### config.mk
export PLATFORM = sky130hd
export DESIGN_NAME = et_trace_sequencer_flat
export DESIGN_NICKNAME = d
export VERILOG_FILES = /design/src/rtl/et_trace_sequencer_pkg.sv /design/src/rtl/et_trace_sequencer_if.sv /design/src/rtl/et_trace_sequencer_mem.sv /design/src/rtl/et_trace_sequencer.sv /design/src/flat_wrapper.sv
export SDC_FILE = /design/constraint.sdc
export NUM_CORES = 1
export LEC_CHECK = 0
export ABC_AREA = 1
export BUFFER_PORTS_ARGS = -buffer_cell sky130_fd_sc_hd__buf_2
export CORE_MARGIN = 4
export CORE_UTILIZATION = 45
export DETAILED_ROUTE_END_ITERATION = 8
export SYNTH_ARGS = -nofsm -noshare
export SYNTH_HDL_FRONTEND = slang
export SYNTH_SLANG_ARGS = --single-unit
### constraint.sdc
create_clock -name clock -period 2.85 [get_ports clock]
set_input_delay 0.285 -clock clock [delete_from_list [all_inputs] [get_ports clock]]
set_output_delay 0.285 -clock clock [all_outputs]
set_load 0.1 [all_outputs]
### src/rtl/et_trace_sequencer_pkg.sv
// Shared types, default parameters and helpers for the trace sequencer.
package et_seq_pkg;
  typedef enum logic [2:0] {IDLE, RST, RUN, DRAIN, DONE} et_seq_state_e;

  localparam int ET_MAX_STEPS     = 16;
  localparam int ET_N_SIG         = 2;
  localparam int ET_RESET_CYCLES  = 2;
  localparam int ET_DRAIN_CYCLES  = 2;

  function automatic int clamp_len(input int len, input int max_steps);
    return (len > max_steps) ? max_steps : len;
  endfunction
endpackage

### src/rtl/et_trace_sequencer_if.sv
// Loader/monitor-facing signal bundle of the trace sequencer.
interface et_trace_sequencer_if #(
  parameter int MAX_STEPS = 16,
  parameter int N_SIG     = 2
);
  localparam int AW = (MAX_STEPS > 1) ? $clog2(MAX_STEPS) : 1;

  logic             wr_en;
  logic [AW-1:0]    wr_addr;
  logic [N_SIG-1:0] wr_data;
  logic [AW:0]      len;
  logic             start;
  logic             busy;
  logic             done;
  logic             dut_reset;
  logic [N_SIG-1:0] dut_sig;
  logic [AW-1:0]    step_idx;
  logic             violation;
  logic             fail;
  logic [AW:0]      fail_step;

  modport master (
    output wr_en, wr_addr, wr_data, len, start, violation,
    input  busy, done, dut_reset, dut_sig, step_idx, fail, fail_step
  );

  modport slave (
    input  wr_en, wr_addr, wr_data, len, start, violation,
    output busy, done, dut_reset, dut_sig, step_idx, fail, fail_step
  );
endinterface

### src/rtl/et_trace_sequencer_mem.sv
// Trace storage: MAX_STEPS x N_SIG registers, synchronous write, combinational read.
module et_trace_mem #(
  parameter int MAX_STEPS = 16,
  parameter int N_SIG     = 2,
  parameter int AW        = 4
) (
  input  logic             clock,
  input  logic             wr_en,
  input  logic [AW-1:0]    wr_addr,
  input  logic [N_SIG-1:0] wr_data,
  input  logic [AW-1:0]    rd_addr,
  output logic [N_SIG-1:0] rd_data
);
  logic [N_SIG-1:0] mem [MAX_STEPS];

  always_ff @(posedge clock) begin
    if (wr_en && (int'(wr_addr) < MAX_STEPS)) mem[wr_addr] <= wr_data;
  end

  assign rd_data = (int'(rd_addr) < MAX_STEPS) ? mem[rd_addr] : '0;
endmodule

### src/rtl/et_trace_sequencer.sv
// Replays a stored trace into a property monitor and captures its first violation.
// Optional ET_FAIL_STOP_EN: the first violation during RUN aborts the remaining steps.
//   state | meaning
//   IDLE  | monitor held in reset, trace writes accepted, waiting for start
//   RST   | monitor reset for RESET_CYCLES cycles
//   RUN   | one stored step per cycle on dut_sig
//   DRAIN | DRAIN_CYCLES zero-stimulus cycles
//   DONE  | one-cycle done pulse
module et_trace_sequencer
  import et_seq_pkg::*;
#(
  parameter int MAX_STEPS    = ET_MAX_STEPS,
  parameter int N_SIG        = ET_N_SIG,
  parameter int RESET_CYCLES = ET_RESET_CYCLES,
  parameter int DRAIN_CYCLES = ET_DRAIN_CYCLES
) (
  input logic clock,
  input logic reset,
  et_trace_sequencer_if.slave bus
);
  localparam int AW   = (MAX_STEPS > 1) ? $clog2(MAX_STEPS) : 1;
  localparam int LW   = AW + 1;
  localparam int CMAX = (RESET_CYCLES > MAX_STEPS)
                        ? ((RESET_CYCLES > DRAIN_CYCLES) ? RESET_CYCLES : DRAIN_CYCLES)
                        : ((MAX_STEPS > DRAIN_CYCLES) ? MAX_STEPS : DRAIN_CYCLES);
  localparam int CW   = $clog2(CMAX + 1);

  et_seq_state_e    state;
  logic [CW-1:0]    cnt;
  logic [LW-1:0]    eff_len;
  logic             busy, done, dut_reset, fail;
  logic [N_SIG-1:0] dut_sig;
  logic [AW-1:0]    step_idx;
  logic [LW-1:0]    fail_step;
  logic [AW-1:0]    rd_addr;
  logic [N_SIG-1:0] rd_data;
  logic             mem_we, hit, abort;

  // Read port looks one step ahead so dut_sig can be registered.
  assign rd_addr = (state == RUN) ? step_idx + AW'(1) : '0;
  assign mem_we  = bus.wr_en && (state == IDLE);
  assign hit     = bus.violation && !fail;
`ifdef ET_FAIL_STOP_EN
  assign abort   = hit;
`else
  assign abort   = 1'b0;
`endif

  et_trace_mem #(.MAX_STEPS(MAX_STEPS), .N_SIG(N_SIG), .AW(AW)) u_mem (
    .clock   (clock),
    .wr_en   (mem_we),
    .wr_addr (bus.wr_addr),
    .wr_data (bus.wr_data),
    .rd_addr (rd_addr),
    .rd_data (rd_data)
  );

  always_ff @(posedge clock) begin
    if (reset) begin
      state     <= IDLE;
      cnt       <= '0;
      eff_len   <= '0;
      busy      <= 1'b0;
      done      <= 1'b0;
      dut_reset <= 1'b1;
      dut_sig   <= '0;
      step_idx  <= '0;
      fail      <= 1'b0;
      fail_step <= '0;
    end else begin
      done <= 1'b0;
      unique case (state)
        IDLE: if (bus.start) begin
          state     <= RST;
          busy      <= 1'b1;
          eff_len   <= LW'(clamp_len(int'(bus.len), MAX_STEPS));
          fail      <= 1'b0;
          fail_step <= '0;
          step_idx  <= '0;
          cnt       <= CW'(RESET_CYCLES - 1);
        end
        RST: begin
          if (cnt != '0) begin
            cnt <= cnt - CW'(1);
          end else if (eff_len != '0) begin
            state     <= RUN;
            dut_reset <= 1'b0;
            dut_sig   <= rd_data;
            step_idx  <= '0;
            cnt       <= CW'(eff_len - LW'(1));
          end else if (DRAIN_CYCLES > 0) begin
            state     <= DRAIN;
            dut_reset <= 1'b0;
            cnt       <= CW'(DRAIN_CYCLES - 1);
          end else begin
            state     <= DONE;
            dut_reset <= 1'b0;
            done      <= 1'b1;
          end
        end
        RUN: begin
          if (hit) begin
            fail      <= 1'b1;
            fail_step <= LW'(step_idx);
          end
          if (cnt == '0 || abort) begin
            dut_sig <= '0;
            if (DRAIN_CYCLES > 0) begin
              state <= DRAIN;
              cnt   <= CW'(DRAIN_CYCLES - 1);
            end else begin
              state <= DONE;
              done  <= 1'b1;
            end
          end else begin
            step_idx <= step_idx + AW'(1);
            dut_sig  <= rd_data;
            cnt      <= cnt - CW'(1);
          end
        end
        DRAIN: begin
          if (hit) begin
            fail      <= 1'b1;
            fail_step <= eff_len;
          end
          if (cnt == '0) begin
            state <= DONE;
            done  <= 1'b1;
          end else begin
            cnt <= cnt - CW'(1);
          end
        end
        DONE: begin
          state     <= IDLE;
          busy      <= 1'b0;
          dut_reset <= 1'b1;
        end
        default: state <= IDLE;
      endcase
    end
  end

  assign bus.busy      = busy;
  assign bus.done      = done;
  assign bus.dut_reset = dut_reset;
  assign bus.dut_sig   = dut_sig;
  assign bus.step_idx  = step_idx;
  assign bus.fail      = fail;
  assign bus.fail_step = fail_step;
endmodule
### src/flat_wrapper.sv
// flat-port wrapper written by rule: the top's interface ports become plain ports
module et_trace_sequencer_flat import et_seq_pkg::*;
#(
  parameter int MAX_STEPS    = ET_MAX_STEPS,
  parameter int N_SIG        = ET_N_SIG,
  parameter int RESET_CYCLES = ET_RESET_CYCLES,
  parameter int DRAIN_CYCLES = ET_DRAIN_CYCLES
)
  (clock, reset, bus_wr_en, bus_wr_addr, bus_wr_data, bus_len, bus_start, bus_violation, bus_busy, bus_done, bus_dut_reset, bus_dut_sig, bus_step_idx, bus_fail, bus_fail_step);
  et_trace_sequencer_if #(.MAX_STEPS(MAX_STEPS), .N_SIG(N_SIG)) bus_i ();
  input logic clock;
  input logic reset;
  input wire logic [$bits(bus_i.wr_en)-1:0] bus_wr_en;
  input wire logic [$bits(bus_i.wr_addr)-1:0] bus_wr_addr;
  input wire logic [$bits(bus_i.wr_data)-1:0] bus_wr_data;
  input wire logic [$bits(bus_i.len)-1:0] bus_len;
  input wire logic [$bits(bus_i.start)-1:0] bus_start;
  input wire logic [$bits(bus_i.violation)-1:0] bus_violation;
  output wire logic [$bits(bus_i.busy)-1:0] bus_busy;
  output wire logic [$bits(bus_i.done)-1:0] bus_done;
  output wire logic [$bits(bus_i.dut_reset)-1:0] bus_dut_reset;
  output wire logic [$bits(bus_i.dut_sig)-1:0] bus_dut_sig;
  output wire logic [$bits(bus_i.step_idx)-1:0] bus_step_idx;
  output wire logic [$bits(bus_i.fail)-1:0] bus_fail;
  output wire logic [$bits(bus_i.fail_step)-1:0] bus_fail_step;
  assign bus_i.wr_en = bus_wr_en;
  assign bus_i.wr_addr = bus_wr_addr;
  assign bus_i.wr_data = bus_wr_data;
  assign bus_i.len = bus_len;
  assign bus_i.start = bus_start;
  assign bus_i.violation = bus_violation;
  assign bus_busy = bus_i.busy;
  assign bus_done = bus_i.done;
  assign bus_dut_reset = bus_i.dut_reset;
  assign bus_dut_sig = bus_i.dut_sig;
  assign bus_step_idx = bus_i.step_idx;
  assign bus_fail = bus_i.fail;
  assign bus_fail_step = bus_i.fail_step;
  et_trace_sequencer #(.MAX_STEPS(MAX_STEPS), .N_SIG(N_SIG), .RESET_CYCLES(RESET_CYCLES), .DRAIN_CYCLES(DRAIN_CYCLES)) u_core (.clock(clock), .reset(reset), .bus(bus_i));
endmodule
# [Word level (Yosys, flattened, before mapping)]
# Memories as Yosys holds them, arrays and structs flattened.
# Index checks and enable logic that the tools add are counted.
[totals] register_bits=28 mem_bits_rw=32 input_bits=16 out_inout_bits=15 word_cells=92 n_memories=1
[op_classes] add_sub_neg=3 order_cmp=1 eq_ne=14 n_mux=37 n_bitwise=1 n_reduce_logical=25
[mem_list] memory="u_core.u_mem.mem" depth=16 width=2 read_ports=1 rd_ports_with_merged_regs=0 wr=1 line_no="et_trace_sequencer_mem.sv:14" text="logic [N_SIG-1:0] mem [MAX_STEPS];"
[ops] cell="2-to-1 mux 5 bit" n=9
[ops] cell="2-to-1 mux 4 bit" n=5
[ops] cell="one-hot mux 5 bit (4 select lines)" n=1
[ops] cell="one-hot mux 5 bit (3 select lines)" n=1
[ops] cell="2-to-1 mux 3 bit" n=4
[ops] cell="one-hot mux 3 bit (4 select lines)" n=1
[ops] cell="one-hot mux 4 bit (3 select lines)" n=1
[ops] cell="!= test 2 x 1 -> 1 bit, second input constant" n=5
[ops] cell="!= test 2 bit, second input constant" n=5
[ops] cell="nonzero test 5 bit" n=2
[ops] cell="subtractor 5 x 1 -> 5 bit, second input constant" n=2
[ops] cell="AND reduction 3 bit" n=3
[ops] cell="2-to-1 mux 1 bit" n=8
[ops] cell="AND reduction 4 bit" n=2
[ops] cell="nonzero test 2 bit" n=4
[ops] cell="== test 3 x 2 -> 1 bit, second input constant" n=2
[ops] cell="2-to-1 mux 2 bit" n=3
[ops] cell="one-hot mux 1 bit (2 select lines)" n=3
[ops] cell="AND reduction 2 bit" n=3
[ops] cell="nonzero test 3 bit" n=2
[ops] cell="greater-than comparator 5 bit, second input constant" n=1
[ops] cell="zero test 5 bit" n=1
[ops] cell="AND reduction 5 bit" n=1
[ops] cell="adder 4 x 1 -> 4 bit, second input constant" n=1
[ops] cell="other kinds (9)" n=11

# [Depth between registers and ports, before layout]
# Gate-level depths: netlist of the first run.
# An unclocked memory read counts as a cell.
[logic_depth] ltp_word=6 mapped_depth=12 mapped_depth_nobuf=12

# [Modules after synthesis]
# Synthesis of the first run repeated with hierarchy kept, for this count alone.
[hier_totals] cells_unflattened=407 hier_area_um2=3064.2
[by_module_without_submodules] module="et_trace_sequencer" instances=1 cells_per_inst=250 area_per_inst_um2=1572.8 seq_area_each_um2=560.5
[by_module_without_submodules] module="et_trace_mem" instances=1 cells_per_inst=157 area_per_inst_um2=1491.4 seq_area_each_um2=960.9

# [Worst setup path before layout of the first run]
# OpenSTA, ideal clock, no wires.
[synth_timing] kind="flip-flop to flip-flop" from="register u_core.step_idx[0], in the netlist u_core.bus.step_idx[0]" to="register u_core.dut_sig[0], in the netlist u_core.bus.dut_sig[0]" t_arrival_ps=2165 required_ps=2715 path_slack_ps=550 path_stages_with_launch=11 n_path_buf=1 cell_sequence="dfxtp_1 -> clkinv_1 -> nand3_2 -> buf_6 -> nand2_1 -> nand2_1 -> nand3_1 -> nand3_1 -> nand2_1 -> nand2_1 -> a21oi_2"
[synth_via] elab_chain_cells=6 word_cells_on_any_way=7 classes_between="1 x add/sub; 5 x mux; 1 x memory"
[synth_lines] item="start: declaration" line_no="et_trace_sequencer.sv:33" text="logic [AW-1:0] step_idx;"
[synth_lines] item="start signal: assignment" line_no="et_trace_sequencer.sv:116" text="step_idx <= step_idx + AW'(1);"
[synth_lines] item="adder 4 x 1 -> 4 bit *" line_no="et_trace_sequencer.sv:40" text="assign rd_addr = (state == RUN) ? step_idx + AW'(1) : '0;"
[synth_lines] item="2-to-1 mux 4 bit *" line_no="et_trace_sequencer.sv:40"
[synth_lines] item="memory read (16 x 2 bit) *"
[synth_lines] item="2-to-1 mux 2 bit" line_no="et_trace_sequencer.sv:85" text="end else if (eff_len != '0) begin"
[synth_lines] item="2-to-1 mux 2 bit" line_no="et_trace_sequencer.sv:83" text="if (cnt != '0) begin"
[synth_lines] item="one-hot mux 2 bit (2 select lines) *" line_no="et_trace_sequencer.sv:72" text="unique case (state)"
[synth_lines] item="end signal: assignment" line_no="et_trace_sequencer.sv:88" text="dut_sig <= rd_data;"
[synth_lines] item="end signal: assignment" line_no="et_trace_sequencer.sv:117" text="dut_sig <= rd_data;"
[synth_lines] item="end: declaration" line_no="et_trace_sequencer.sv:32" text="logic [N_SIG-1:0] dut_sig;"
# Mark *: on every way between the ends. The rest lies on a longest branch, timed or not. The select of a mux whose other input is x is not followed.
# A chain may end at the register's enable or synchronous reset.

# [Worst setup path after layout of the first run]
[layout_timing] from="register u_core.state[1]" to="register u_core.dut_sig[1], in the netlist u_core.bus.dut_sig[1]"
[layout_via] elab_chain_cells=6 word_cells_on_any_way=12 classes_between="4 x eq/ne; 5 x mux; 2 x reduce/logical; 1 x memory"
[layout_lines] item="start: declaration" line_no="et_trace_sequencer.sv:28" text="et_seq_state_e state;"
[layout_lines] item="start signal: assignment" line_no="et_trace_sequencer.sv:60" text="state <= IDLE;"
[layout_lines] item="start signal: assignment" line_no="et_trace_sequencer.sv:74" text="state <= RST;"
[layout_lines] item="start signal: assignment" line_no="et_trace_sequencer.sv:86" text="state <= RUN;"
[layout_lines] item="== test 3 x 2 -> 1 bit" line_no="et_trace_sequencer.sv:40, et_trace_sequencer.sv:72"
[layout_lines] item="2-to-1 mux 4 bit" line_no="et_trace_sequencer.sv:40"
[layout_lines] item="memory read (16 x 2 bit)"
[layout_lines] item="2-to-1 mux 2 bit" line_no="et_trace_sequencer.sv:85"
[layout_lines] item="2-to-1 mux 2 bit" line_no="et_trace_sequencer.sv:83"
[layout_lines] item="one-hot mux 2 bit (2 select lines)" line_no="et_trace_sequencer.sv:72"
# Parallel ways exist; a longest one is shown, timed or not. The select of a mux whose other input is x is not followed.

==> results of run 1 <==
[flip-flops by register name, indices dropped and copies added (netlist names)]
register,flops
u_core.u_mem.mem,32
u_core.bus.fail_step,5
u_core.cnt,5
u_core.eff_len,5
u_core.bus.step_idx,4
u_core.state,3
u_core.bus.dut_sig,2
u_core.bus.busy,1
u_core.bus.done,1
u_core.bus.dut_reset,1
u_core.bus.fail,1
[metal layers]
metal	track usage (%)	up-vias	wire length, um
li1	-	1262	-
met1	19.0	1151	2760
met2	30.0	60	3240
met3	4.92	19	281
met4	7.53	0	200
met5	0	-	0
[worst max-delay path by stage]
stage,startpoint,end,slack (ns),depth (start not counted)
after detailed placement,u_core.state[1],u_core.bus.dut_sig[1],0.82,9
after global routing,u_core.state[1],u_core.bus.dut_sig[1],0.59,10
after CTS,u_core.state[1],u_core.bus.dut_sig[1],0.82,9
after floorplan,u_core.bus.step_idx[0],u_core.bus.dut_sig[0],0.55,10
after global placement,u_core.state[1],u_core.bus.dut_sig[1],0.84,9
final,u_core.state[1],u_core.bus.dut_sig[1],0.83,9
[cell type report]
cell class | instances | area (um2)
Tap cell | 77 | 96.3
Timing Repair Buffer | 31 | 158
Clock buffer | 11 | 141
Sequential cell | 60 | 1520
Multi-Input combinational cell | 242 | 1270
Clock inverter | 5 | 76.3
Inverter | 50 | 188
Fill cell | 619 | 3010
[cell families after synthesis]
kind of cell | Yosys count
XOR/XNOR | 4
buffers and inverters | 59
adder cells (fa/ha/maj) | 3
flip-flops | 60
AND/OR/NAND/NOR | 183
AO/OA/AOI/OAI | 52
[power by group through the flow]
| stage | combinational, uW | sequential (uW) | clock, uW |
|---|---|---|---|
| floorplan | 1050 | 1620 | 0 |
| global placement | 1760 | 1190 | 0 |
| detailed placement | 1760 | 1190 | 0 |
| CTS | 1770 | 1170 | 853 |
| global route | 1930 | 1190 | 906 |
| finish | 1760 | 1170 | 844 |
[worst register-to-register path, cell delays in order (launching register included)]
cell and delay (ns):
dfxtp_1 0.80, nand2_1 0.11, nor2_1 0.25, nand2_1 0.24
nand3_1 0.15, nand3_1 0.09, nand3_1 0.09, nand2_1 0.06
nand2_1 0.07, a21oi_2 0.05
[cells in the final DEF, fill, tap and decap left out, drive strengths merged]
| cell | n |
|---|---|
| a211oi | 1 |
| a21oi | 19 |
| a31oi | 2 |
| a41oi | 1 |
| buf | 31 |
| bufinv | 2 |
| clkbuf | 11 |
| clkinv | 3 |
| clkinvlp | 1 |
| dfxtp | 28 |
| edfxtp | 32 |
| ha | 3 |
| inv | 49 |
| nand2 | 85 |
| nand3 | 37 |
| nand4 | 7 |
| nor2 | 52 |
| nor3 | 2 |
| o211ai | 1 |
| o21ai | 22 |
| o22ai | 5 |
| o41ai | 1 |
| xor2 | 4 |
[metrics by stage]
stage | power [uW] | cells
floorplan | 2670 | 361
global placement | 2950 | 460
detailed placement | 2950 | 460
CTS | 3800 | 476
global route | 4030 | 476
finish | 3770 | 476
==> results.sh, run 1 <==
export IMPL_cts_buffers=9
export IMPL_required_ns=3.06
export IMPL_worstSetupPathType="reg2reg"
export IMPL_synth_seq_area_share_pct=50.1
export IMPL_pin_count=31
export IMPL_crit_top_cell="nand2_1"
export IMPL_track_usage_pct=17.0
export IMPL_ys_warn_count=0
export IMPL_antenna_found_initial=0
export IMPL_cp_arrival_ns=2.23
export IMPL_slowest_stage="dfxtp_1"
export IMPL_clock_sinks=60
export IMPL_setup_ws_ns=0.829
export IMPL_setup_tns_ns=0
export IMPL_num_antenna_cells=0
export IMPL_ys_top_cells_by_area="edfxtp_1, dfxtp_1, nand2_1"
export IMPL_htreeDepth=3
export IMPL_fin_nets=413
export IMPL_synth_nets=380
export IMPL_clockBufferDepth=2
export IMPL_vias=2492
export IMPL_drive_above_1_share_pct=19.8
export IMPL_worst_pin_slew_ns=0.738
export IMPL_min_to="u_core.eff_len[4]"
export IMPL_area_growth_pct=13.5
export IMPL_async_reset_ff_share_pct=0
export IMPL_hpwl_mm=4.95
export IMPL_cts_tree="yes"
export IMPL_fin_skew_ns=0.00911
export IMPL_critPathCaptureType="register"
export IMPL_hold_depth=3
export IMPL_die_y_um=90.2
export IMPL_p_int_uw=2010
export IMPL_p_comb_share_pct=46.6
export IMPL_cp_max_fo=15
export IMPL_finalHoldViolCount=0
export IMPL_fmax_mhz=495
export IMPL_yosys_area_top_type="edfxtp_1"
export IMPL_p_switching_uw=1760
export IMPL_p_per_area_nw_per_um2=1090
export IMPL_hold_ws_ns=0.210
export IMPL_r2r_end="u_core.bus.dut_sig[1]"
export IMPL_synth_top_family_by_area="simple AND/OR/NAND/NOR gates"
export IMPL_crit_family="simple AND/OR/NAND/NOR gates"
export IMPL_vias_per_cell=5.24
export IMPL_rows=29
export IMPL_die_w_um=90.2
export IMPL_r2r_slack_ns=0.83
export IMPL_synth_simple_area_share_pct=28.7
export IMPL_swShare_pct=46.7
export IMPL_synth_xor_area_share_pct=1.15
export IMPL_max_stage_delay_ns=0.80
export IMPL_synth_most_common_cell="nand2_1"
export IMPL_min_from="bus_len[4]"
export IMPL_drv_slew=0
export IMPL_synth_compound_area_share_pct=10.7
export IMPL_post_route_util_pct=53.4
export IMPL_route_detailed_drc=0
export IMPL_syn_area_um2=3040
export IMPL_period_share_pct=70.9
export IMPL_status="complete, no violations"
export IMPL_synth_fa_ha_area_share_pct=1.24
export IMPL_pre_cts_slack_ns=0.824
export IMPL_cts_hold_buf=0
export IMPL_drtPass1Iterations=4
export IMPL_grt_start_max_net_pins=18
export IMPL_cts_root_buffer="clkbuf_8"
export IMPL_grt_pass1_vias=2397
export IMPL_dr_first_iter_drc_count=120
export IMPL_place_area_um2=3230
export IMPL_port_buffers=30
export IMPL_ir_worst_vdd_mv=0.409
export IMPL_start_util_pct=47.1
export IMPL_rsz0062_at_grt="no"
export IMPL_clock_latency_ns=0.33
export IMPL_yosys_most_used_dff="edfxtp_1"
export IMPL_synth_avg_cell_area_um2=8.42
export IMPL_core_um2=6460
export IMPL_synth_edf_count=32
export IMPL_cap_violations=0
export IMPL_worstSetupStartpointType="register"
export IMPL_slew_headroom_pct=50.7
export IMPL_reg2reg_from="u_core.state[1]"
export IMPL_cts_resized=0
export IMPL_synth_top_cell_area_share_pct=31.6
export IMPL_yosys_top_cells_count="nand2_1, nor2_1, inv_1"
export IMPL_die_area_um2=8130
export IMPL_hp_class="in2reg"
export IMPL_clk_pin_slew_ns=0.07
export IMPL_place_gp_congestion=0.816
export IMPL_wl_per_cell_um=13.6
export IMPL_overflow=0
export IMPL_cts_setup_buffers=0
export IMPL_muxShareOfSynthArea_pct=0
export IMPL_final_area_um2=3450
export IMPL_setup_viol=0
export IMPL_seqPwrFrac_pct=31.1
export IMPL_critPathBufInv=0
export IMPL_synth_seq_cells=60
export IMPL_clockPowerShare_pct=22.4
export IMPL_ff2ff_path_depth=9
export IMPL_grt_pass1_wl_mm=11.2
export IMPL_p_leak_uw=0.00150
export IMPL_drt_wl_total_mm=6.49
export IMPL_cp_cell_sequence="nand2_1 > nor2_1 > nand2_1 > nand3_1 > nand3_1 > nand3_1 > nand2_1 > nand2_1 > a21oi_2"
export IMPL_drtAntennaViolNets=0
export IMPL_synthCells=361
export IMPL_period_needed_ns=2.02
export IMPL_synth_cell_type_count=33
Power figures use the tool's default switching activity.
==> run 2: changes to the inputs <==
- PLACE_DENSITY: not set -> 0.66
- clock period: 2.85 -> 1.8 ns (I/O delays scaled with it)
==> results.sh, run 2 (synthesis gave the netlist of run 1 again) <==
export IMPL_status="complete, no violations"
export IMPL_multiInputGateArea_um2=1300
export IMPL_clock_latency_ns=0.35
export IMPL_drive_above_1_share_pct=24.6
export IMPL_cts_root_buffer="clkbuf_8"
export IMPL_fillers=604
export IMPL_fmax_mhz=585
export IMPL_place_area_um2=3290
export IMPL_regArea_um2=1530
export IMPL_vias=2453
export IMPL_pin_count=31
export IMPL_setup_ws_ns=0.0901
export IMPL_clock_sinks=60
export IMPL_dr_first_iter_drc_count=113
export IMPL_rows=29
export IMPL_cts_buffers=9
export IMPL_setup_viol=0
export IMPL_r2r_end="u_core.u_mem.mem[9][1]"
export IMPL_drtPass1Iterations=4
export IMPL_slew_headroom_pct=61.6
export IMPL_max_stage_delay_ns=0.38
export IMPL_antenna_found_initial=0
export IMPL_overflow=0
export IMPL_cap_violations=0
export IMPL_place_gp_congestion=0.922
export IMPL_layout_common_cells="nand2_1, nor2_1, inv_1"
export IMPL_fin_nets=420
export IMPL_cp_cell_sequence="nor2_4 > nand2_2 > nor2_1 > nand3_1 > nor2_1"
export IMPL_hold_ws_ns=0.0995
export IMPL_area_growth_pct=17.2
export IMPL_cp_max_fo=8
export IMPL_top_layer="met4"
export IMPL_ff2ff_path_depth=5
export IMPL_vias_per_cell=5.08
export IMPL_grt_pass1_vias=2412
export IMPL_reg2reg_from="u_core.state[0]"
export IMPL_pre_cts_slack_ns=0.0485
export IMPL_fin_skew_ns=0.00696
export IMPL_rsz0062_at_grt="yes"
export IMPL_core_um2=6460
export IMPL_layout_commonest_cell="nand2_1"
export IMPL_hpwl_mm=4.91
export IMPL_p_leak_uw=0.00154
export IMPL_hold_depth=3
export IMPL_worst_pin_slew_ns=0.569
export IMPL_die_w_um=90.2
export IMPL_die_area_um2=8130
export IMPL_min_to="u_core.eff_len[3]"
export IMPL_grt_pass1_wl_mm=11.1
export IMPL_grt_start_max_net_pins=18
export IMPL_min_from="bus_len[3]"
export IMPL_finalHoldViolCount=0
export IMPL_worstSetupStartpointType="register"
export IMPL_largest_reg_flops=32
export IMPL_met2_length_mm=3.34
export IMPL_power_uw=6230
export IMPL_die_y_um=90.2
export IMPL_cp_arrival_ns=1.75
export IMPL_clockBufferDepth=2
export IMPL_track_usage_pct=17.1
export IMPL_htreeDepth=3
export IMPL_r2r_slack_ns=0.09
export IMPL_num_antenna_cells=0
export IMPL_cts_tree="yes"
export IMPL_ir_worst_vdd_mv=0.899
export IMPL_wl_per_cell_um=13.9
export IMPL_worstSetupPathType="reg2reg"
export IMPL_cts_hold_buf=0
export IMPL_p_per_area_nw_per_um2=1750
export IMPL_clk_pin_slew_ns=0.07
export IMPL_period_share_pct=95.0
export IMPL_drtAntennaViolNets=0
export IMPL_post_place_cells=465
export IMPL_required_ns=1.84
export IMPL_final_cells=483
export IMPL_drt_met1_wl_mm=2.96
export IMPL_period_needed_ns=1.71
export IMPL_start_util_pct=47.1
export IMPL_top_register="u_core.u_mem.mem"
export IMPL_final_area_um2=3560
export IMPL_hp_class="in2reg"
export IMPL_met3WireLength_um=304
export IMPL_slowest_stage="dfxtp_1"
export IMPL_route_detailed_drc=0
export IMPL_port_buffers=30
export IMPL_drv_slew=0
export IMPL_crit_top_cell="nor2_1"
export IMPL_drt_wl_total_mm=6.70
export IMPL_critPathCaptureType="register"
run 2: cell types whose count changed in the layout (fill, tap and decap cells not counted), moves of 2 or more:
cell	change
buf_4	+6
nand2_1	-4
nand2_2	+4
clkinv_4	+3
dfxtp_1	-3
dfxtp_4	+2
ha_1	-2
ha_2	+2
nor2_1	-2
nor2_2	+2
run 2: worst max path at each step:
stage                                  end  cells past startpoint              startpoint  slack, ns
global placement    u_core.bus.step_idx[0]                     11           u_core.cnt[0]       0.08
detailed placement  u_core.bus.step_idx[1]                     10           u_core.cnt[0]       0.05
finish              u_core.u_mem.mem[9][1]                      5         u_core.state[0]       0.09
global route        u_core.u_mem.mem[3][0]                      5         u_core.state[0]      -0.02
CTS                 u_core.bus.step_idx[1]                     10           u_core.cnt[0]       0.03
floorplan            u_core.bus.dut_sig[0]                      9  u_core.bus.step_idx[3]       0.02
run 2: cell type report:
class	count	share of cell area [%]
Clock inverter	7	2.85
Sequential cell	60	43.0
Timing Repair Buffer	38	6.25
Inverter	50	5.27
Clock buffer	9	3.48
Multi-Input combinational cell	242	36.5
Tap cell	77	2.70
run 2: routing by layer:
metal  track usage [%]  vias up
met5                 0        -
met4              7.78        0
met3              4.84        9
met2              30.1       59
met1              19.2     1114
li1                  -     1271
run 2: worst max-delay path, delay by kind of cell (launching register included):
kind	cells	cell delay [ns]
and+or+nand+nor	5	1.03
DFF	1	0.38
run 2: power breakdown:
| part | switching, uW | internal [uW] | total [uW] |
|---|---|---|---|
| Sequential | 158 | 1670 | 1820 |
| Clock | 568 | 784 | 1350 |
| Combinational | 2200 | 852 | 3050 |
| Total | 2920 | 3300 | 6230 |
run 2: stage by stage:
step                utilization [%]  setup TNS (ns)
detailed placement             50.9               0
finish                         55.2               0
global route                   55.2         -0.0464
CTS                            54.4               0
floorplan                         -               0
global placement               50.9               0
run 2: timing repair:
| action | 4_1_cts | 5_1_grt |
|---|---|---|
| buffers inserted | 0 | 2 |
| endpoints found under the setup margin | 0 | 6 |
| gates resized for setup | 0 | 10 |
==> run 3: changes to the inputs <==
- GPL_TIMING_DRIVEN: not set -> 0
==> results.sh, run 3 (synthesis gave the netlist of run 1 again) <==
export IMPL_r2r_end="u_core.bus.dut_sig[1]"
export IMPL_slew_headroom_pct=58.3
export IMPL_num_antenna_cells=0
export IMPL_cts_buffers=9
export IMPL_antenna_found_initial=0
export IMPL_endpoint="u_core.bus.dut_sig[1]"
export IMPL_drt_met1_wl_mm=2.88
export IMPL_status="complete, no violations"
export IMPL_drtPass1Iterations=5
export IMPL_wl_per_cell_um=13.8
export IMPL_cap_violations=0
export IMPL_pin_count=31
export IMPL_p_leak_uw=0.00154
export IMPL_layout_common_cells="nand2_1, inv_1, nor2_1"
export IMPL_max_stage_delay_ns=0.39
export IMPL_die_area_um2=8130
export IMPL_multiInputGateArea_um2=1320
export IMPL_fillers=594
export IMPL_cts_hold_buf=0
export IMPL_htreeDepth=3
export IMPL_core_um2=6460
export IMPL_hpwl_mm=5.02
export IMPL_finalHoldViolCount=0
export IMPL_die_y_um=90.2
export IMPL_required_ns=2.01
export IMPL_rsz0062_at_grt="yes"
export IMPL_top_layer="met4"
export IMPL_setup_viol=0
export IMPL_post_place_cells=468
export IMPL_ff2ff_path_depth=10
export IMPL_grt_pass1_vias=2433
export IMPL_cts_setup_buffers=0
export IMPL_grt_pass1_wl_mm=11.3
export IMPL_post_route_util_pct=55.3
export IMPL_clock_sinks=60
export IMPL_drv_slew=0
export IMPL_reg2reg_from="u_core.state[0]"
export IMPL_place_area_um2=3290
export IMPL_drtAntennaViolNets=0
export IMPL_die_w_um=90.2
export IMPL_cp_max_fo=6
export IMPL_met3WireLength_um=269
export IMPL_clock_latency_ns=0.34
export IMPL_port_buffers=30
export IMPL_fmax_mhz=600
export IMPL_cp_depth=10
export IMPL_clk_pin_slew_ns=0.07
export IMPL_p_per_area_nw_per_um2=1730
export IMPL_critPathBufInv=1
export IMPL_largest_reg_flops=32
export IMPL_final_cells=484
export IMPL_rows=29
export IMPL_worstSetupPathType="reg2reg"
export IMPL_final_area_um2=3570
export IMPL_critPathCaptureType="register"
export IMPL_crit_family="simple AND/OR/NAND/NOR gates"
export IMPL_drt_wl_total_mm=6.69
export IMPL_track_usage_pct=17.3
export IMPL_layout_commonest_cell="nand2_1"
export IMPL_drive_above_1_share_pct=26.8
export IMPL_slowest_stage="dfxtp_1"
export IMPL_cp_arrival_ns=1.87
export IMPL_route_detailed_drc=0
export IMPL_worst_pin_slew_ns=0.617
export IMPL_r2r_slack_ns=0.13
export IMPL_met2_length_mm=3.51
export IMPL_period_share_pct=92.6
export IMPL_grt_start_max_net_pins=17
export IMPL_start_util_pct=47.1
export IMPL_hp_class="in2reg"
export IMPL_fin_nets=421
export IMPL_top_register="u_core.u_mem.mem"
export IMPL_cp_cell_sequence="inv_2 > nand2_1 > nor2_1 > nand2_2 > nand3_1 > nand3_1 > nand3_1 > nand2_1 > nand2_1 > a21oi_2"
export IMPL_dr_first_iter_drc_count=99
export IMPL_ir_worst_vdd_mv=0.674
export IMPL_fin_skew_ns=0.0115
export IMPL_clockBufferDepth=2
export IMPL_setup_worst_path_start="u_core.state[0]"
export IMPL_cts_root_buffer="clkbuf_8"
export IMPL_overflow=0
export IMPL_place_gp_congestion=0.933
export IMPL_hold_depth=2
export IMPL_regArea_um2=1530
export IMPL_vias_per_cell=5.07
export IMPL_vias=2452
export IMPL_period_needed_ns=1.67
export IMPL_worstSetupStartpointType="register"
export IMPL_area_growth_pct=17.5
export IMPL_cts_tree="yes"
-- run 3: layout make-up --
type,instances,area share (%)
Timing Repair Buffer,30,4.21
Clock inverter,6,2.49
Multi-Input combinational cell,242,37.0
Buffer,9,1.75
Tap cell,77,2.70
Sequential cell,60,42.9
Clock buffer,10,3.58
Inverter,50,5.33
-- run 3: how the worst min path moves through the flow --
stage                            endpoint  start
after floorplan           u_core.bus.fail  reset
final                     u_core.bus.fail  reset
after global placement    u_core.bus.fail  reset
after detailed placement  u_core.bus.fail  reset
after global routing      u_core.bus.fail  reset
after CTS                 u_core.bus.fail  reset
-- run 3: per-stage QoR --
stage | total power [uW] | setup WS, ns | hold slack, ns | setup TNS, ns
floorplan | 4240 | 0.0242 | 0.258 | 0
global placement | 4740 | -0.000702 | 0.391 | -0.00140
detailed placement | 4770 | -0.0485 | 0.405 | -0.122
CTS | 6110 | -0.0300 | 0.0257 | -0.153
global route | 6570 | -0.0109 | 0.0525 | -0.0322
finish | 6160 | 0.133 | 0.0455 | 0
-- run 3: layer usage --
layer,GRT usage (%),vias up
li1,-,1277
met2,29.7,45
met4,7.65,0
met1,20.2,1128
met3,4.59,2
met5,0,-
-- run 3: power by group --
group / leakage (uW) / switching [uW] / total (uW) / internal (uW)
Sequential: 0.000521 / 160 / 1830 / 1670
Clock: 0.000104 / 547 / 1330 / 779
Combinational: 0.000912 / 2200 / 3000 / 809
Total: 0.00154 / 2900 / 6160 / 3260
-- run 3: worst register-to-register path, cell delays in order (launching register included) --
cell and delay [ns]:
dfxtp_1 0.39, inv_2 0.12, nand2_1 0.05, nor2_1 0.30, nand2_2 0.18, nand3_1 0.13, nand3_1 0.09, nand3_1 0.10
nand2_1 0.06, nand2_1 0.07, a21oi_2 0.05
-- run 3: timing repair --
action,CTS,global route
setup endpoints to repair,6,38
pin swaps,0,2
resized for setup,1,24
